`src/rtl/lsu_mem_adapter.sv`:
```
// Load/store adapter between the core LSU stage and a word-wide synchronous memory.
// Handles sub-word loads with extension and sub-word stores via read-modify-write.
`ifndef MEM_ADDR_WIDTH
`define MEM_ADDR_WIDTH 12
`endif

module lsu_mem_adapter #(
  parameter int unsigned MEM_ADDR_WIDTH = `MEM_ADDR_WIDTH
) (
  input  logic        clk,
  input  logic        reset,
  input  logic        req_valid,
  output logic        req_ready,
  input  logic        req_we,
  input  logic [1:0]  req_size,
  input  logic        req_unsigned,
  input  logic [31:0] req_addr,
  input  logic [31:0] req_wdata,
  output logic        resp_valid,
  output logic [31:0] resp_rdata,
  output logic        resp_err,
  output logic [31:0] mem_addr,
  output logic [31:0] mem_wdata,
  output logic        mem_rw,
  input  logic [31:0] mem_rdata
);

  localparam int unsigned HI_LSB = MEM_ADDR_WIDTH + 2;

  localparam logic [1:0] SZ_B = 2'b00;
  localparam logic [1:0] SZ_H = 2'b01;
  localparam logic [1:0] SZ_W = 2'b10;
  localparam logic [1:0] SZ_X = 2'b11;

  localparam logic [2:0] S_IDLE   = 3'd0;
  localparam logic [2:0] S_RD     = 3'd1;
  localparam logic [2:0] S_LDRET  = 3'd2;
  localparam logic [2:0] S_RMW_WR = 3'd3;
  localparam logic [2:0] S_WR     = 3'd4;
  localparam logic [2:0] S_ERR    = 3'd5;

  logic [2:0]  r_state;
  logic [2:0]  w_state_nxt;

  logic        r_we;
  logic        r_unsigned;
  logic [1:0]  r_size;
  logic [1:0]  r_off;
  logic [31:0] r_wdata;

  logic        r_resp_valid;
  logic        r_resp_err;
  logic [31:0] r_resp_rdata;
  logic [31:0] r_mem_addr;
  logic [31:0] r_mem_wdata;
  logic        r_mem_rw;

  logic        w_resp_valid_nxt;
  logic        w_resp_err_nxt;
  logic [31:0] w_resp_rdata_nxt;
  logic [31:0] w_mem_addr_nxt;
  logic [31:0] w_mem_wdata_nxt;
  logic        w_mem_rw_nxt;

  logic        w_accept;
  logic        w_range_err;
  logic        w_req_err;
  logic [7:0]  w_ld_byte;
  logic [15:0] w_ld_half;
  logic [31:0] w_ld_data;
  logic [31:0] w_merge;

  assign w_accept  = req_valid && (r_state == S_IDLE);
  assign req_ready = (r_state == S_IDLE);

  // Any byte address at or above the memory size is out of range.
  assign w_range_err = (HI_LSB < 32) ? ((req_addr >> HI_LSB) != 32'd0) : 1'b0;

  assign w_req_err = (req_size == SZ_X)
                   || ((req_size == SZ_H) && req_addr[0])
                   || ((req_size == SZ_W) && (req_addr[1:0] != 2'b00))
                   || w_range_err;

  // Lane selection and extension of returning load data.
  always_comb begin
    w_ld_byte = 8'(mem_rdata >> {r_off, 3'b000});
    w_ld_half = r_off[1] ? mem_rdata[31:16] : mem_rdata[15:0];
    w_ld_data = mem_rdata;
    case (r_size)
      SZ_B:    w_ld_data = {{24{w_ld_byte[7] & ~r_unsigned}}, w_ld_byte};
      SZ_H:    w_ld_data = {{16{w_ld_half[15] & ~r_unsigned}}, w_ld_half};
      default: w_ld_data = mem_rdata;
    endcase
  end

  // Replace the addressed byte/half of the read word with store data.
  always_comb begin
    w_merge = mem_rdata;
    if (r_size == SZ_B) begin
      case (r_off)
        2'd0:    w_merge = {mem_rdata[31:8], r_wdata[7:0]};
        2'd1:    w_merge = {mem_rdata[31:16], r_wdata[7:0], mem_rdata[7:0]};
        2'd2:    w_merge = {mem_rdata[31:24], r_wdata[7:0], mem_rdata[15:0]};
        default: w_merge = {r_wdata[7:0], mem_rdata[23:0]};
      endcase
    end else if (r_size == SZ_H) begin
      w_merge = r_off[1] ? {r_wdata[15:0], mem_rdata[15:0]}
                         : {mem_rdata[31:16], r_wdata[15:0]};
    end
  end

  // Next-state and next-output decode.
  always_comb begin
    w_state_nxt      = r_state;
    w_resp_valid_nxt = 1'b0;
    w_resp_err_nxt   = 1'b0;
    w_resp_rdata_nxt = 32'd0;
    w_mem_addr_nxt   = r_mem_addr;
    w_mem_wdata_nxt  = r_mem_wdata;
    w_mem_rw_nxt     = 1'b0;
    case (r_state)
      S_IDLE: begin
        if (req_valid) begin
          if (w_req_err) begin
            w_state_nxt = S_ERR;
          end else if (req_we && (req_size == SZ_W)) begin
            w_state_nxt     = S_WR;
            w_mem_addr_nxt  = {req_addr[31:2], 2'b00};
            w_mem_wdata_nxt = req_wdata;
            w_mem_rw_nxt    = 1'b1;
          end else begin
            w_state_nxt    = S_RD;
            w_mem_addr_nxt = {req_addr[31:2], 2'b00};
          end
        end
      end
      S_RD: begin
        if (r_we) begin
          w_state_nxt  = S_RMW_WR;
          w_mem_rw_nxt = 1'b1;
        end else begin
          w_state_nxt = S_LDRET;
        end
      end
      S_LDRET: begin
        w_state_nxt      = S_IDLE;
        w_resp_valid_nxt = 1'b1;
        w_resp_rdata_nxt = w_ld_data;
      end
      S_RMW_WR: begin
        w_state_nxt      = S_IDLE;
        w_resp_valid_nxt = 1'b1;
        w_mem_wdata_nxt  = w_merge;
      end
      S_WR: begin
        w_state_nxt      = S_IDLE;
        w_resp_valid_nxt = 1'b1;
      end
      S_ERR: begin
        w_state_nxt      = S_IDLE;
        w_resp_valid_nxt = 1'b1;
        w_resp_err_nxt   = 1'b1;
      end
      default: w_state_nxt = S_IDLE;
    endcase
  end

  always_ff @(posedge clk) begin
    if (reset) begin
      r_state      <= S_IDLE;
      r_we         <= 1'b0;
      r_unsigned   <= 1'b0;
      r_size       <= 2'b00;
      r_off        <= 2'b00;
      r_wdata      <= 32'd0;
      r_resp_valid <= 1'b0;
      r_resp_err   <= 1'b0;
      r_resp_rdata <= 32'd0;
      r_mem_addr   <= 32'd0;
      r_mem_wdata  <= 32'd0;
      r_mem_rw     <= 1'b0;
    end else begin
      r_state      <= w_state_nxt;
      r_resp_valid <= w_resp_valid_nxt;
      r_resp_err   <= w_resp_err_nxt;
      r_resp_rdata <= w_resp_rdata_nxt;
      r_mem_addr   <= w_mem_addr_nxt;
      r_mem_wdata  <= w_mem_wdata_nxt;
      r_mem_rw     <= w_mem_rw_nxt;
      if (w_accept) begin
        r_we       <= req_we;
        r_unsigned <= req_unsigned;
        r_size     <= req_size;
        r_off      <= req_addr[1:0];
        r_wdata    <= req_wdata;
      end
    end
  end

  assign resp_valid = r_resp_valid;
  assign resp_err   = r_resp_err;
  assign resp_rdata = r_resp_rdata;
  assign mem_addr   = r_mem_addr;
  assign mem_rw     = r_mem_rw;
  // The merged word depends on read data that only arrives in the write cycle.
  assign mem_wdata  = (r_state == S_RMW_WR) ? w_merge : r_mem_wdata;

endmodule

```
`config.mk`:
```
export PLATFORM = sky130hd
export DESIGN_NAME = lsu_mem_adapter
export DESIGN_NICKNAME = d
export VERILOG_FILES = /design/src/rtl/lsu_mem_adapter.sv
export SDC_FILE = /design/constraint.sdc
export NUM_CORES = 1
export LEC_CHECK = 0
export ABC_AREA = 1
export CAP_MARGIN = 0
export CORE_ASPECT_RATIO = 1.2
export CORE_MARGIN = 2
export CORE_UTILIZATION = 47
export DETAILED_ROUTE_END_ITERATION = 8
export GPL_ROUTABILITY_DRIVEN = 0
export HOLD_SLACK_MARGIN = 0.15
export PLACE_DENSITY_LB_ADDON = 0.12
export SETUP_SLACK_MARGIN = 0.02
export SYNTH_ARGS = -nofsm -noshare
export SYNTH_HDL_FRONTEND = slang
export SYNTH_SLANG_ARGS = --single-unit
```
`constraint.sdc`:
```
create_clock -name clk -period 1.81 [get_ports clk]
set_input_delay 0.181 -clock clk [delete_from_list [all_inputs] [get_ports clk]]
set_output_delay 0.181 -clock clk [all_outputs]
set_load 0.02 [all_outputs]
```
==> results of run 1 <==
power breakdown:
part / internal, mW / leakage, nW / switching [mW]
logic: 1.27 / 4.07 / 1.62
registers: 2.81 / 0.992 / 0.0938
clock network: 2.81 / 0.345 / 1.31
worst max path at each step:
stage | from | to | slack (ps)
6_report | r_size[1] | mem_wdata[24] | -270
5_1_grt | r_size[1] | mem_wdata[24] | -380
4_1_cts | r_size[1] | mem_wdata[31] | -180
3_5_place_dp | r_size[1] | mem_wdata[26] | -230
3_3_place_gp | r_size[0] | mem_wdata[27] | -220
2_1_floorplan | r_state[2] | mem_wdata[10] | 330
final cells by class:
type | count | share of cell area [%]
clock inverter | 13 | 2.36
multi-input combinational | 740 | 34.3
tap | 171 | 1.93
inverter | 143 | 4.91
clock buffer | 19 | 4.09
timing repair buffer | 327 | 30.3
sequential | 122 | 22.2
state kept, by name, indices dropped and copies added (netlist names), 2 cells and up:
register	cells
r_size	2
mem_addr	30
r_state	3
r_off	2
resp_rdata	32
r_mem_wdata	32
r_wdata	16
logic make-up (layout without fill, tap and decap cells):
family	after synthesis	count (layout)	synth area share, %
and+or+nand+nor	624	625	39.7
buffers and inverters	203	502	13.2
DFF	122	122	37.6
AOI/OAI and AO/OA	113	113	9.54
other	1	2	0.0577
cells in the final DEF (no fill, tap or decap), drive strengths merged, types with 8 or more instances in the layout:
cell,n
nor2,125
dfxtp,122
buf,156
nand3,127
o21ai,44
a21boi,8
nand2,361
inv,146
a21oi,48
clkdlybuf4s50,167
clkbuf,22
per-layer routing:
metal | share of wire, % | vias to the layer above | GRT usage, %
li1 | - | 3875 | -
met1 | 36 | 3587 | 32.6
met2 | 46 | 561 | 49.8
met3 | 10 | 162 | 9.34
met4 | 7.0 | 0 | 18.3
met5 | 0 | - | 0
what timing repair did:
| action | in CTS | in global routing |
|---|---|---|
| hold buffers | 0 | 0 |
| pin swaps | 53 | 64 |
| gates cloned | 6 | 3 |
| setup endpoints to repair | 57 | 85 |
| setup buffers | 15 | 7 |
| resized for setup | 288 | 82 |
through the flow:
step	instances	cell area (um2)	power, mW
finish	1535	11100	9.91
global route	1535	11100	10.2
floorplan	1064	6510	4.12
global placement	1474	9270	5.08
CTS	1527	10700	9.54
detailed placement	1474	9270	5.10
critical path: cells and delay by family (launching register included):
| kind | cells | cell delay [ps] |
|---|---|---|
| buffers and inverters | 5 | 580 |
| and+or+nand+nor | 6 | 520 |
| DFF | 1 | 350 |
==> results.cfg, run 1 <==
[place]
dp_hpwl_mm = 15.5
preCtsSetupSlack_ps = -228
portBuffers = 200

[timing]
layout_setup_ws_ps = -268
post-route-period-util_pct = 115
timing.setup.tns_ps = -5190
finalSetupViolCount = 33
hold_viol_final = 0
fmax_ghz = 0.481
timing.hold.ws_ps = 326
rsz0062_at_grt = true
min_period_ps = 2080
skew_ps = 7.43
maxSlewViolCount = 0

[synth]
synth.avg_cell_area_um2 = 6.12
yosys_warnings = 0
synth-edff-count = 0
netlist_area_mm2 = 0.00650
yosys_register_bits = 122
synth_top_cell_area_share_pct = 37.6
synth_common_cells = nand2_1 (356), inv_1 (138), nand3_1 (125)
synthMostInstantiatedCell = nand2_1
async_flop_share_pct = 0
synth-main-ff-cell = dfxtp_1
syn_inst = 1063
synth_area_leader_cell = dfxtp_1
ys_seq_area_share_pct = 37.6
synthTopCellsByArea = dfxtp_1 (38%), nand2_1 (21%), nand3_1 (9.6%)
ys_types = 31

[routing]
post_drt_wl_per_cell_um = 16.0
via_per_inst = 5.33
drt-total-wl_mm = 24.6
num_vias = 8185
drc = 0
ant_nets = 0
drtIter0Drc = 771
first_pass_iters = 9

[clocking]
insertion_delay_ps = 430
cts_sinks = 122
numCtsBuffers = 17
cts_root_buf = clkbuf_16
tritoncts = yes
cts_max_path_buffers = 2
clk_pin_slew_ps = 60
ctsHtreeMaxLevel = 4

[global_route]
track_usage_pct = 29.7
grt_pass1_vias = 7311
grt_max_degree = 40
grt_overflow_total = 0
grt_pass1_wl_mm = 35.3
antenna_found_initial = 0

[floorplan]
row_count = 47
core_mm2 = 0.0136
dieArea_mm2 = 0.0148
die_h_um = 133
die_w_um = 111
io_pins = 203
start_util_pct = 47.7

[critical_path]
crit_chain = buf_6 > nor2_4 > buf_6 > buf_12 > nand3_4 > nand2_2 > inv_2 > nand2_2 > nand2_1 > nand2_1 > buf_6
endpoint_kind = output pin
crit_top_cell = buf_6
r2r-end = r_mem_wdata[24]
slowest_stage = dfxtp_4
crit_type = reg -> out
cp_data_arrival_time_ps = 1900
cpPeakStageDelay_ps = 350
worst-path-max-fanout = 6
cp-start-kind = register
ff2ff_path_depth = 15
r2r_start = r_size[1]
required_ps = 1630
rrSetupSlack_ps = -20

[job]
maxCapViolCount = 0

[final_layout]
fin_nets = 1454
multi_input_area_mm2 = 0.00380
drive_above_1_share_pct = 24.9
ff_latch_area_mm2 = 0.00245
area_growth_pct = 70.4
fin_util_pct = 81.2
diodes = 0
fill_cells = 898

[outcome]
violations = setup timing
status = finished, violations left

[min_path]
holdPathEnd = r_wdata[8]
hold_class = in -> reg
min_path_cells = 3
hp-start = req_wdata[8]

[power_and_ir_drop]
p_leak_nw = 5.41
ir_drop_mv = 0.823
power_per_cell_area_mw_per_mm2 = 895
(Power assumes the default switching activity.)
==> run 2: changes to the inputs <==
- MAX_ROUTING_LAYER: unset -> met4
==> run 2 against run 1 <==
Compared with the run above: the flow still finishes with violations (setup timing); maximum frequency rose by 1.2%; sequential share of layout area is essentially flat; via count up 0.28%; combinational power barely moved; register-to-register slack better by 20 ps; global-route usage is 0.88 points higher; setup slack better by 25 ps; routed wire length up 0.92%; sequential cell count is the same; die area did not move.
==> results.cfg, run 2 (synthesis results as in run 1) <==
[outcome]
status = finished, violations left
violations = setup timing

[global_route]
antenna_found_initial = 0
grt_pass1_vias = 7343
grt_max_degree = 40
track_usage_pct = 30.5
grt_pass1_wl_mm = 35.2
grt_overflow_total = 0

[final_layout]
fin_util_pct = 81.3
multi_input_area_mm2 = 0.00380
final_common_cell = nand2_1
final_cell_mix = nand2_1 (294), clkdlybuf4s50_1 (167), inv_1 (132)
drive_above_1_share_pct = 24.8
layoutNonFillerInstCount = 1535
finalInstanceArea_mm2 = 0.0111
diodes = 0
fin_nets = 1454
ff_latch_area_mm2 = 0.00245
fill_cells = 898
area_growth_pct = 70.6

[timing]
timing.hold.ws_ps = 326
rsz0062_at_grt = true
maxSlewViolCount = 0
min_period_ps = 2050
hold_viol_final = 0
finalSetupViolCount = 32
post-route-period-util_pct = 113
fmax_ghz = 0.487
skew_ps = 6.84
layout_setup_ws_ps = -242

[clocking]
hold_buffers = 0
cts_root_buf = clkbuf_16
insertion_delay_ps = 430
cts_sinks = 122
ctsHtreeMaxLevel = 4
numCtsBuffers = 17
cts_max_path_buffers = 2
clk_pin_slew_ps = 60
tritoncts = yes

[power_and_ir_drop]
power_per_cell_area_mw_per_mm2 = 895
ir_drop_mv = 0.824
p_leak_nw = 5.41

[floorplan]
core_mm2 = 0.0136
io_pins = 203
dieArea_mm2 = 0.0148
row_count = 47
start_util_pct = 47.7
die_w_um = 111
die_h_um = 133

[routing]
drt-total-wl_mm = 24.8
via_per_inst = 5.35
first_pass_iters = 9
num_vias = 8208
ant_nets = 0
drc = 0
drtIter0Drc = 845
post_drt_wl_per_cell_um = 16.1

[critical_path]
worst-path-max-fanout = 6
required_ps = 1630
endpoint_kind = output pin
cp-start-kind = register
cp_data_arrival_time_ps = 1870
crit_type = reg -> out

[place]
dp_hpwl_mm = 15.5
place_area_mm2 = 0.00927
portBuffers = 200
dp_cells = 1474
preCtsSetupSlack_ps = -228

[min_path]
hold_class = in -> reg

[job]
maxCapViolCount = 0
-- run 2: metal layers --
layer	up-vias	track usage [%]	share of wire, %	wire (um)
met1	3620	33.3	37	9070
met5	-	-	0	0
li1	3870	-	-	-
met4	0	18.2	6.9	1700
met3	160	8.25	10	2550
met2	558	49.9	46	11500
-- run 2: through the flow --
| step | setup TNS, ps | total power [mW] |
|---|---|---|
| 2_1_floorplan | 0 | 4.12 |
| 3_3_place_gp | -7530 | 5.08 |
| 3_5_place_dp | -9940 | 5.10 |
| 4_1_cts | -3260 | 9.54 |
| 5_1_grt | -7260 | 10.3 |
| 6_report | -5170 | 9.93 |
-- run 2: cell type report --
class	instances	area share, %
Multi-Input combinational cell	740	34.3
Timing Repair Buffer	327	30.3
Sequential cell	122	22.1
Inverter	143	4.91
Clock buffer	19	4.08
Clock inverter	13	2.36
Tap cell	171	1.93
-- run 2: final timing paths --
| kind | slack (ps) | from | cells after the start | end |
|---|---|---|---|---|
| max reg2reg | 0 | r_size[1] | 15 | r_mem_wdata[24] |
| max | -240 | r_size[1] | 11 | mem_wdata[24] |
| min reg2reg | 450 | mem_addr[20] | 2 | mem_addr[20] |
| min | 330 | req_wdata[8] | 3 | r_wdata[8] |
-- run 2: what timing repair did --
action | 4_1_cts | 5_1_grt
setup buffers | 15 | 7
hold endpoints to repair | 0 | 0
endpoints found under the setup margin | 57 | 85
gates cloned | 6 | 3
gates resized for setup | 288 | 84
pin swaps | 53 | 63
-- run 2: power breakdown --
part	total [mW]	switching (mW)	internal, mW
logic	2.91	1.63	1.28
clock network	4.12	1.31	2.81
registers	2.90	0.0940	2.81
total	9.93	3.04	6.89
-- run 2: worst max-delay path, cell delays in order, from the launching register on --
cell and delay (ps):
dfxtp_4 350, buf_6 110, nor2_4 140, buf_6 160, buf_12 140, nand3_4 60, nand2_2 80, inv_2 50
nand2_2 80, nand2_1 60, nand2_1 80, buf_6 120
